`src/rtl/motor_pwm_pkg.sv`:
```
// motor_pwm_pkg: shared state encoding and staging address map
package motor_pwm_pkg;
  typedef enum logic [1:0] {ST_IDLE, ST_RUN, ST_FAULT} state_t;
  localparam logic [2:0] ADDR_PERIOD   = 3'd0;
  localparam logic [2:0] ADDR_DEADBAND = 3'd1;
  localparam logic [2:0] ADDR_DUTY0    = 3'd2;
endpackage

```
`src/rtl/motor_pwm_timebase_if.sv`:
```
// motor_pwm_timebase_if: control, staging-write and status signals of the PWM timebase
interface motor_pwm_timebase_if #(
  parameter int SIZE   = 16,
  parameter int PHASES = 3
);
  logic                   iENABLE;
  logic                   iFAULT;
  logic                   iFAULT_CLR;
  logic                   iWR_VALID;
  logic [2:0]             iWR_ADDR;
  logic [SIZE-1:0]        iWR_DATA;
  logic                   iCOMMIT;
  logic                   oWR_READY;
  logic [SIZE-1:0]        oCOUNTER;
  logic [SIZE-1:0]        oPERIOD;
  logic [SIZE-1:0]        oDEADBAND;
  logic [PHASES*SIZE-1:0] oDUTY;
  logic                   oPHASE_ENABLE;
  logic                   oSYNC;
  logic                   oCOMMIT_PENDING;
  logic                   oCOMMIT_DONE;
  logic                   oFAULT_LATCHED;
  modport master (
    output iENABLE, iFAULT, iFAULT_CLR, iWR_VALID, iWR_ADDR, iWR_DATA, iCOMMIT,
    input  oWR_READY, oCOUNTER, oPERIOD, oDEADBAND, oDUTY, oPHASE_ENABLE, oSYNC,
           oCOMMIT_PENDING, oCOMMIT_DONE, oFAULT_LATCHED
  );
  modport slave (
    input  iENABLE, iFAULT, iFAULT_CLR, iWR_VALID, iWR_ADDR, iWR_DATA, iCOMMIT,
    output oWR_READY, oCOUNTER, oPERIOD, oDEADBAND, oDUTY, oPHASE_ENABLE, oSYNC,
           oCOMMIT_PENDING, oCOMMIT_DONE, oFAULT_LATCHED
  );
endinterface

```
`src/rtl/motor_pwm_shadow.sv`:
```
// motor_pwm_shadow: staging/active double buffer, clamping duty and deadband to the new period on apply
module motor_pwm_shadow
  import motor_pwm_pkg::*;
#(
  parameter int SIZE   = 16,
  parameter int PHASES = 3
) (
  input  logic                   clk,
  input  logic                   rst,
  input  logic                   wr_en,
  input  logic [2:0]             wr_addr,
  input  logic [SIZE-1:0]        wr_data,
  input  logic                   apply,
  output logic [SIZE-1:0]        period,
  output logic [SIZE-1:0]        deadband,
  output logic [PHASES*SIZE-1:0] duty
);
  logic [SIZE-1:0] stg_period;
  logic [SIZE-1:0] stg_deadband;
  logic [SIZE-1:0] stg_duty [PHASES];
  logic [SIZE-1:0] half;
  assign half = stg_period >> 1;
  // staging capture of accepted writes; unknown addresses fall through untouched
  always_ff @(posedge clk) begin
    if (rst) begin
      stg_period   <= '0;
      stg_deadband <= '0;
      for (int i = 0; i < PHASES; i++) stg_duty[i] <= '0;
    end else if (wr_en) begin
      if (wr_addr == ADDR_PERIOD) stg_period <= wr_data;
      if (wr_addr == ADDR_DEADBAND) stg_deadband <= wr_data;
      for (int i = 0; i < PHASES; i++)
        if (wr_addr == ADDR_DUTY0 + 3'(i)) stg_duty[i] <= wr_data;
    end
  end
  // active copy, clamped against the incoming period so outputs never exceed it
  always_ff @(posedge clk) begin
    if (rst) begin
      period   <= '0;
      deadband <= '0;
      duty     <= '0;
    end else if (apply) begin
      period   <= stg_period;
      deadband <= (stg_deadband < half) ? stg_deadband : half;
      for (int i = 0; i < PHASES; i++)
        duty[i*SIZE +: SIZE] <= (stg_duty[i] < stg_period) ? stg_duty[i] : stg_period;
    end
  end
endmodule

```
`src/rtl/motor_pwm_timebase.sv`:
```
// motor_pwm_timebase: IDLE/RUN/FAULT timebase counter with boundary-synchronous parameter commit
module motor_pwm_timebase
  import motor_pwm_pkg::*;
#(
  parameter int SIZE   = 16,
  parameter int PHASES = 3
) (
  input logic iCLK,
  input logic iRESET,
  motor_pwm_timebase_if.slave bus
);
  state_t          state;
  logic [SIZE-1:0] counter;
  logic [SIZE-1:0] period;
  logic            phase_en;
  logic            sync;
  logic            pending;
  logic            done;
  logic            fault;
  logic            ready;
  logic            run_ok;
  logic            wrap;
  logic            apply;
  logic            pend_next;
  logic            wr_en;
  assign run_ok    = period >= SIZE'(2);
  assign wrap      = counter >= period - SIZE'(1);
  assign apply     = pending && !bus.iFAULT &&
                     (state == ST_IDLE || (state == ST_RUN && bus.iENABLE && run_ok && wrap));
  assign pend_next = !apply && (pending || bus.iCOMMIT);
  assign wr_en     = bus.iWR_VALID && ready;
  motor_pwm_shadow #(.SIZE(SIZE), .PHASES(PHASES)) u_shadow (
    .clk(iCLK),
    .rst(iRESET),
    .wr_en(wr_en),
    .wr_addr(bus.iWR_ADDR),
    .wr_data(bus.iWR_DATA),
    .apply(apply),
    .period(period),
    .deadband(bus.oDEADBAND),
    .duty(bus.oDUTY)
  );
  assign bus.oPERIOD         = period;
  assign bus.oCOUNTER        = counter;
  assign bus.oPHASE_ENABLE   = phase_en;
  assign bus.oSYNC           = sync;
  assign bus.oCOMMIT_PENDING = pending;
  assign bus.oCOMMIT_DONE    = done;
  assign bus.oFAULT_LATCHED  = fault;
  assign bus.oWR_READY       = ready;
  // state machine, counter and registered status; fault overrides every other event
  always_ff @(posedge iCLK) begin
    if (iRESET) begin
      state    <= ST_IDLE;
      counter  <= '0;
      phase_en <= 1'b0;
      sync     <= 1'b0;
      pending  <= 1'b0;
      done     <= 1'b0;
      fault    <= 1'b0;
      ready    <= 1'b1;
    end else begin
      pending <= pend_next;
      ready   <= !pend_next;
      done    <= apply;
      if (bus.iFAULT) begin
        state    <= ST_FAULT;
        counter  <= '0;
        phase_en <= 1'b0;
        sync     <= 1'b0;
        fault    <= 1'b1;
      end else begin
        case (state)
          ST_IDLE: begin
            counter  <= '0;
            state    <= (bus.iENABLE && run_ok) ? ST_RUN : ST_IDLE;
            phase_en <= bus.iENABLE && run_ok;
            sync     <= bus.iENABLE && run_ok;
          end
          ST_RUN: begin
            if (!bus.iENABLE || !run_ok) begin
              state    <= ST_IDLE;
              counter  <= '0;
              phase_en <= 1'b0;
              sync     <= 1'b0;
            end else begin
              counter  <= wrap ? '0 : counter + SIZE'(1);
              sync     <= wrap;
              phase_en <= 1'b1;
            end
          end
          ST_FAULT: begin
            counter  <= '0;
            phase_en <= 1'b0;
            sync     <= 1'b0;
            if (bus.iFAULT_CLR) begin
              state <= ST_IDLE;
              fault <= 1'b0;
            end
          end
          default: begin
            state    <= ST_IDLE;
            counter  <= '0;
            phase_en <= 1'b0;
            sync     <= 1'b0;
          end
        endcase
      end
    end
  end
endmodule

```
`src/flat_wrapper.sv`:
```
// flat-port wrapper written by rule: the top's interface ports become plain ports
module motor_pwm_timebase_flat import motor_pwm_pkg::*;
#(
  parameter int SIZE   = 16,
  parameter int PHASES = 3
)
  (iCLK, iRESET, bus_iENABLE, bus_iFAULT, bus_iFAULT_CLR, bus_iWR_VALID, bus_iWR_ADDR, bus_iWR_DATA, bus_iCOMMIT, bus_oWR_READY, bus_oCOUNTER, bus_oPERIOD, bus_oDEADBAND, bus_oDUTY, bus_oPHASE_ENABLE, bus_oSYNC, bus_oCOMMIT_PENDING, bus_oCOMMIT_DONE, bus_oFAULT_LATCHED);
  motor_pwm_timebase_if #(.SIZE(SIZE), .PHASES(PHASES)) bus_i ();
  input logic iCLK;
  input logic iRESET;
  input wire logic [$bits(bus_i.iENABLE)-1:0] bus_iENABLE;
  input wire logic [$bits(bus_i.iFAULT)-1:0] bus_iFAULT;
  input wire logic [$bits(bus_i.iFAULT_CLR)-1:0] bus_iFAULT_CLR;
  input wire logic [$bits(bus_i.iWR_VALID)-1:0] bus_iWR_VALID;
  input wire logic [$bits(bus_i.iWR_ADDR)-1:0] bus_iWR_ADDR;
  input wire logic [$bits(bus_i.iWR_DATA)-1:0] bus_iWR_DATA;
  input wire logic [$bits(bus_i.iCOMMIT)-1:0] bus_iCOMMIT;
  output wire logic [$bits(bus_i.oWR_READY)-1:0] bus_oWR_READY;
  output wire logic [$bits(bus_i.oCOUNTER)-1:0] bus_oCOUNTER;
  output wire logic [$bits(bus_i.oPERIOD)-1:0] bus_oPERIOD;
  output wire logic [$bits(bus_i.oDEADBAND)-1:0] bus_oDEADBAND;
  output wire logic [$bits(bus_i.oDUTY)-1:0] bus_oDUTY;
  output wire logic [$bits(bus_i.oPHASE_ENABLE)-1:0] bus_oPHASE_ENABLE;
  output wire logic [$bits(bus_i.oSYNC)-1:0] bus_oSYNC;
  output wire logic [$bits(bus_i.oCOMMIT_PENDING)-1:0] bus_oCOMMIT_PENDING;
  output wire logic [$bits(bus_i.oCOMMIT_DONE)-1:0] bus_oCOMMIT_DONE;
  output wire logic [$bits(bus_i.oFAULT_LATCHED)-1:0] bus_oFAULT_LATCHED;
  assign bus_i.iENABLE = bus_iENABLE;
  assign bus_i.iFAULT = bus_iFAULT;
  assign bus_i.iFAULT_CLR = bus_iFAULT_CLR;
  assign bus_i.iWR_VALID = bus_iWR_VALID;
  assign bus_i.iWR_ADDR = bus_iWR_ADDR;
  assign bus_i.iWR_DATA = bus_iWR_DATA;
  assign bus_i.iCOMMIT = bus_iCOMMIT;
  assign bus_oWR_READY = bus_i.oWR_READY;
  assign bus_oCOUNTER = bus_i.oCOUNTER;
  assign bus_oPERIOD = bus_i.oPERIOD;
  assign bus_oDEADBAND = bus_i.oDEADBAND;
  assign bus_oDUTY = bus_i.oDUTY;
  assign bus_oPHASE_ENABLE = bus_i.oPHASE_ENABLE;
  assign bus_oSYNC = bus_i.oSYNC;
  assign bus_oCOMMIT_PENDING = bus_i.oCOMMIT_PENDING;
  assign bus_oCOMMIT_DONE = bus_i.oCOMMIT_DONE;
  assign bus_oFAULT_LATCHED = bus_i.oFAULT_LATCHED;
  motor_pwm_timebase #(.SIZE(SIZE), .PHASES(PHASES)) u_core (.iCLK(iCLK), .iRESET(iRESET), .bus(bus_i));
endmodule
```
`config.mk`:
```
export PLATFORM = sky130hd
export DESIGN_NAME = motor_pwm_timebase_flat
export DESIGN_NICKNAME = d
export VERILOG_FILES = /design/src/rtl/motor_pwm_pkg.sv /design/src/rtl/motor_pwm_timebase_if.sv /design/src/rtl/motor_pwm_shadow.sv /design/src/rtl/motor_pwm_timebase.sv /design/src/flat_wrapper.sv
export SDC_FILE = /design/constraint.sdc
export NUM_CORES = 1
export LEC_CHECK = 0
export CORE_MARGIN = 2
export CORE_UTILIZATION = 56
export DETAILED_ROUTE_END_ITERATION = 12
export GPL_TIMING_DRIVEN = 0
export MAX_ROUTING_LAYER = met4
export PLACE_DENSITY = 0.81
export SETUP_SLACK_MARGIN = 0.4
export SYNTH_ARGS = -nofsm -noshare
export SYNTH_HDL_FRONTEND = slang
export SYNTH_HIERARCHICAL = 1
export SYNTH_SLANG_ARGS = --single-unit
```
`constraint.sdc`:
```
create_clock -name iCLK -period 4.7 [get_ports iCLK]
set_input_delay 0.94 -clock iCLK [delete_from_list [all_inputs] [get_ports iCLK]]
set_output_delay 0.94 -clock iCLK [all_outputs]
set_load 0.01 [all_outputs]
```
==> results.md <==
* Result of the run: completed
* Share of post-route cells with drive strength above 1 at 0.1227
* Hold-fix buffers at CTS at 0
* Core ar. at 16580 sq um
* GRT Total Usage at 0.3400
* Reg-to-reg slack, setup at 0.41 ns
* Worst-case clock skew at 0.01030 ns
* Via count of the routed design at 8562
* Total Power Consumption at 3774 uW
* Starting utilization of the core area at 0.5743
* Initial antenna violation count at 0
* Max-cap violation count at 0
* Most instantiated flip-flop cell in the synthesis netlist: sky130_fd_sc_hd__dfxtp_1
* Global placer's final weighted congestion at 0.9539
* Global route total overflow at 0
* Length of the first detailed-routing pass in iterations at 5
* Placement row count at 47
* Syn avg cell area at 9.505 sq um
* Number of DRC violations after detailed-routing iteration 0 at 979
* Antenna Diode Count at 0
* Total power per unit cell area at 312.0 nW/um^2
* Share of Yosys cell area claimed by the top area cell type at 0.2859
* Synthesized netlist net count at 1106
* Chip height at 134.4 um
* Worst hold path type: reg -> reg
* Count of flip-flops with a built-in enable after synthesis at 48
* Netlist cell types at 61
* Multi-input gate area in the final layout at 5230 sq um
* CTS buffer count at 17
* Data required time of the critical path at 5.01 ns
* Top-level I/O count at 128
* Critical path endpoint category: register
* Number of design rule violations left after detail routing at 0
* Die area at 18070 sq um
* Pin count of the biggest net entering global routing at 17
* Worst slew slack as a fraction of its limit at 0.4358
* #FFs+latches synth at 184
* Clock-pin slew reported for the worst setup and hold paths after clock tree synthesis at 0.07 ns
* Worst endpoint data arrival time at 4.60 ns
* Clock period minus worst slack at 4.286 ns
* First-pass GRT wire length at 45.10 mm
* Buffer levels on the longest clock path at 2
* Actual slew at the worst max-slew pin at 0.8458 ns
* Final-report max-slew violation count at 0
* Post-DR wirelength/cell at 21.46 um
* Most numerous cell types in the synthesized netlist: sky130_fd_sc_hd__dfxtp_1 (136), sky130_fd_sc_hd__a21oi_1 (111), sky130_fd_sc_hd__nor2_1 (104)
* Crit Path Class: reg -> reg
* Insertion delay of the later-clocked pin in the worst-skew pair at 0.44 ns
* Count of endpoints failing setup in the final report at 0
* Post-DP HPWL at 21.80 mm
* Fraction of registers with async set/reset at 0
* Summed instance area of the synthesized netlist at 9524 sq um
* Worst-path maximum fanout at 10
* Number of warnings printed during yosys synthesis at 6
* Clock sinks at 184
* Number of nets in the layout at 1256
* Via count normalized by instance count at 6.182
* CTS H-Tree Depth at 4
* Clock Tree Root: sky130_fd_sc_hd__clkbuf_16
* Number of hold-slack violations in the final timing report at 0
* CTS tree: built
* Startpoint kind of the worst setup timing path: register
* Final routed wirelength across all metal layers at 29.73 mm
* Peak VDD IR at 270.2 uV
* Leading cell types by total area after synthesis: sky130_fd_sc_hd__dfxtp_1 (29%), sky130_fd_sc_hd__edfxtp_1 (15%), sky130_fd_sc_hd__ha_1 (10%)
* Final-layout fill cell count at 1243
* Signed area change from the synthesized netlist to the final layout at 27.00%
* RSZ-0062 raised after global routing: true
* Finished Core Util at 0.7294
* Die width at 134.4 um
* Synth area leader: sky130_fd_sc_hd__dfxtp_1
* Seq/Total Area, Yosys at 0.4372
* Via count of the first global-routing pass at 8106
* Post-Synthesis Cells at 1002
* Max frequency at 233.3 MHz
* Crit share post-route at 0.9118
* Port buffer count at 127
* Standby leakage power at 0.004568 uW
* Reg area at 4167 sq um
* Post-route antenna net violation count at 0
* Count leader, synth: sky130_fd_sc_hd__dfxtp_1
[metrics by stage]
stage	cell area (sq um)	std cells	hold slack (ns)	setup slack, ns	setup TNS (ns)
finish	12100	1385	0.4716	0.4143	0
detailed placement	11070	1349	0.4544	-0.7281	-31.31
global route	12100	1385	0.4860	0.2750	0
CTS	11920	1382	0.4638	0.3949	0
global placement	11070	1349	0.4455	-0.6500	-28.22
floorplan	9524	1002	0.4363	0.4042	0
[path summary, 6_finish.rpt]
| check | startpoint | endpoint | cells after the start |
|---|---|---|---|
| hold reg to reg | u_core/u_shadow/stg_deadband[0]$_SDFFE_PP0P_ | u_core/u_shadow/stg_deadband[0]$_SDFFE_PP0P_ | 2 |
| setup / recovery | u_core/u_shadow/period[4]$_SDFFE_PP0P_ | u_core/u_shadow/duty[14]$_SDFFE_PP0P_ | 15 |
| hold / removal | u_core/u_shadow/stg_deadband[0]$_SDFFE_PP0P_ | u_core/u_shadow/stg_deadband[0]$_SDFFE_PP0P_ | 2 |
| setup reg to reg | u_core/u_shadow/period[4]$_SDFFE_PP0P_ | u_core/u_shadow/duty[14]$_SDFFE_PP0P_ | 15 |
[logic make-up (layout without fill, tap and decap cells)]
family                   after synthesis  after routing  synth area share
adder cells (fa/ha/maj)               78             78            0.1025
buffers and inverters                103            266           0.04664
flip-flops                           184            184            0.4372
XOR/XNOR                              28             28           0.02575
AND/OR/NAND/NOR                      390            390            0.2327
AO/OA/AOI/OAI                        203            203            0.1385
multiplexers                          16             16           0.01682
[cells in the final DEF, fill, tap and decap left out, types with 17 or more instances in the layout]
| cell | instances |
|---|---|
| sky130_fd_sc_hd__clkbuf_1 | 35 |
| sky130_fd_sc_hd__o21bai_1 | 18 |
| sky130_fd_sc_hd__clkdlybuf4s50_1 | 127 |
| sky130_fd_sc_hd__nor2_1 | 104 |
| sky130_fd_sc_hd__inv_1 | 42 |
| sky130_fd_sc_hd__a21oi_1 | 105 |
| sky130_fd_sc_hd__ha_1 | 78 |
| sky130_fd_sc_hd__and2_1 | 23 |
| sky130_fd_sc_hd__edfxtp_1 | 48 |
| sky130_fd_sc_hd__nand4_1 | 17 |
| sky130_fd_sc_hd__nand2_1 | 83 |
| sky130_fd_sc_hd__o21ai_0 | 19 |
| sky130_fd_sc_hd__nor4_1 | 42 |
| sky130_fd_sc_hd__clkbuf_16 | 18 |
| sky130_fd_sc_hd__dfxtp_1 | 134 |
| sky130_fd_sc_hd__and4b_1 | 45 |
[state kept, by name, indices dropped and copies added, names as in the netlist]
name	count
u_core/u_shadow/stg_deadband	16
u_core/bus.oWR_READY	1
u_core/u_shadow/stg_duty	48
u_core/u_shadow/period	16
u_core/u_shadow/deadband	16
u_core/bus.oCOMMIT_DONE	1
u_core/state	2
u_core/bus.oFAULT_LATCHED	1
u_core/bus.oSYNC	1
u_core/u_shadow/duty	48
u_core/bus.oCOMMIT_PENDING	1
u_core/bus.oCOUNTER	16
u_core/bus.oPHASE_ENABLE	1
u_core/u_shadow/stg_period	16
[routing by layer]
layer,global-route usage,share of wire,vias to the layer above
li1,-,-,3963
met1,0.4381,0.40,4029
met2,0.5298,0.46,482
met3,0.06009,0.096,88
met4,0.1433,0.044,0
met5,-,0,-
[power breakdown]
group	leakage, uW	switching, uW	internal [uW]	total, uW
Clock	0.000291	630	840	1470
Combinational	0.00267	341	228	570
Sequential	0.00161	46.6	1690	1730
[timing repair]
item,CTS,global route
resized for setup,62,41
gates cloned,0,0
pin swaps,10,15
buffers inserted,1,3
setup endpoints to repair,80,80
[layout make-up]
cell class / instances / share of cell area
inverters: 42 / 0.01303
clock buffers: 18 / 0.03548
flip-flops and latches: 184 / 0.3445
repair buffers: 131 / 0.1076
multi-input cells: 715 / 0.4324
well taps: 220 / 0.02276
clock inverters: 14 / 0.01428
plain buffers: 61 / 0.03000
[critical path: stages, from the launching register on]
cell                        delay, ns
sky130_fd_sc_hd__dfxtp_2         0.35
sky130_fd_sc_hd__or4_4           0.57
sky130_fd_sc_hd__nor3_4          0.22
sky130_fd_sc_hd__nand3_4         0.15
sky130_fd_sc_hd__nor4_4          0.21
sky130_fd_sc_hd__xnor2_2         0.12
sky130_fd_sc_hd__ha_1            0.31
sky130_fd_sc_hd__nand4_1         0.13
sky130_fd_sc_hd__or2_1           0.27
sky130_fd_sc_hd__or4_4           0.56
sky130_fd_sc_hd__a31o_4          0.30
sky130_fd_sc_hd__nand2_8         0.12
sky130_fd_sc_hd__clkbuf_16       0.17
sky130_fd_sc_hd__buf_2           0.23
sky130_fd_sc_hd__nor2_1          0.10
sky130_fd_sc_hd__nor4_1          0.35
No activity file was read; power rests on OpenSTA's default activity.
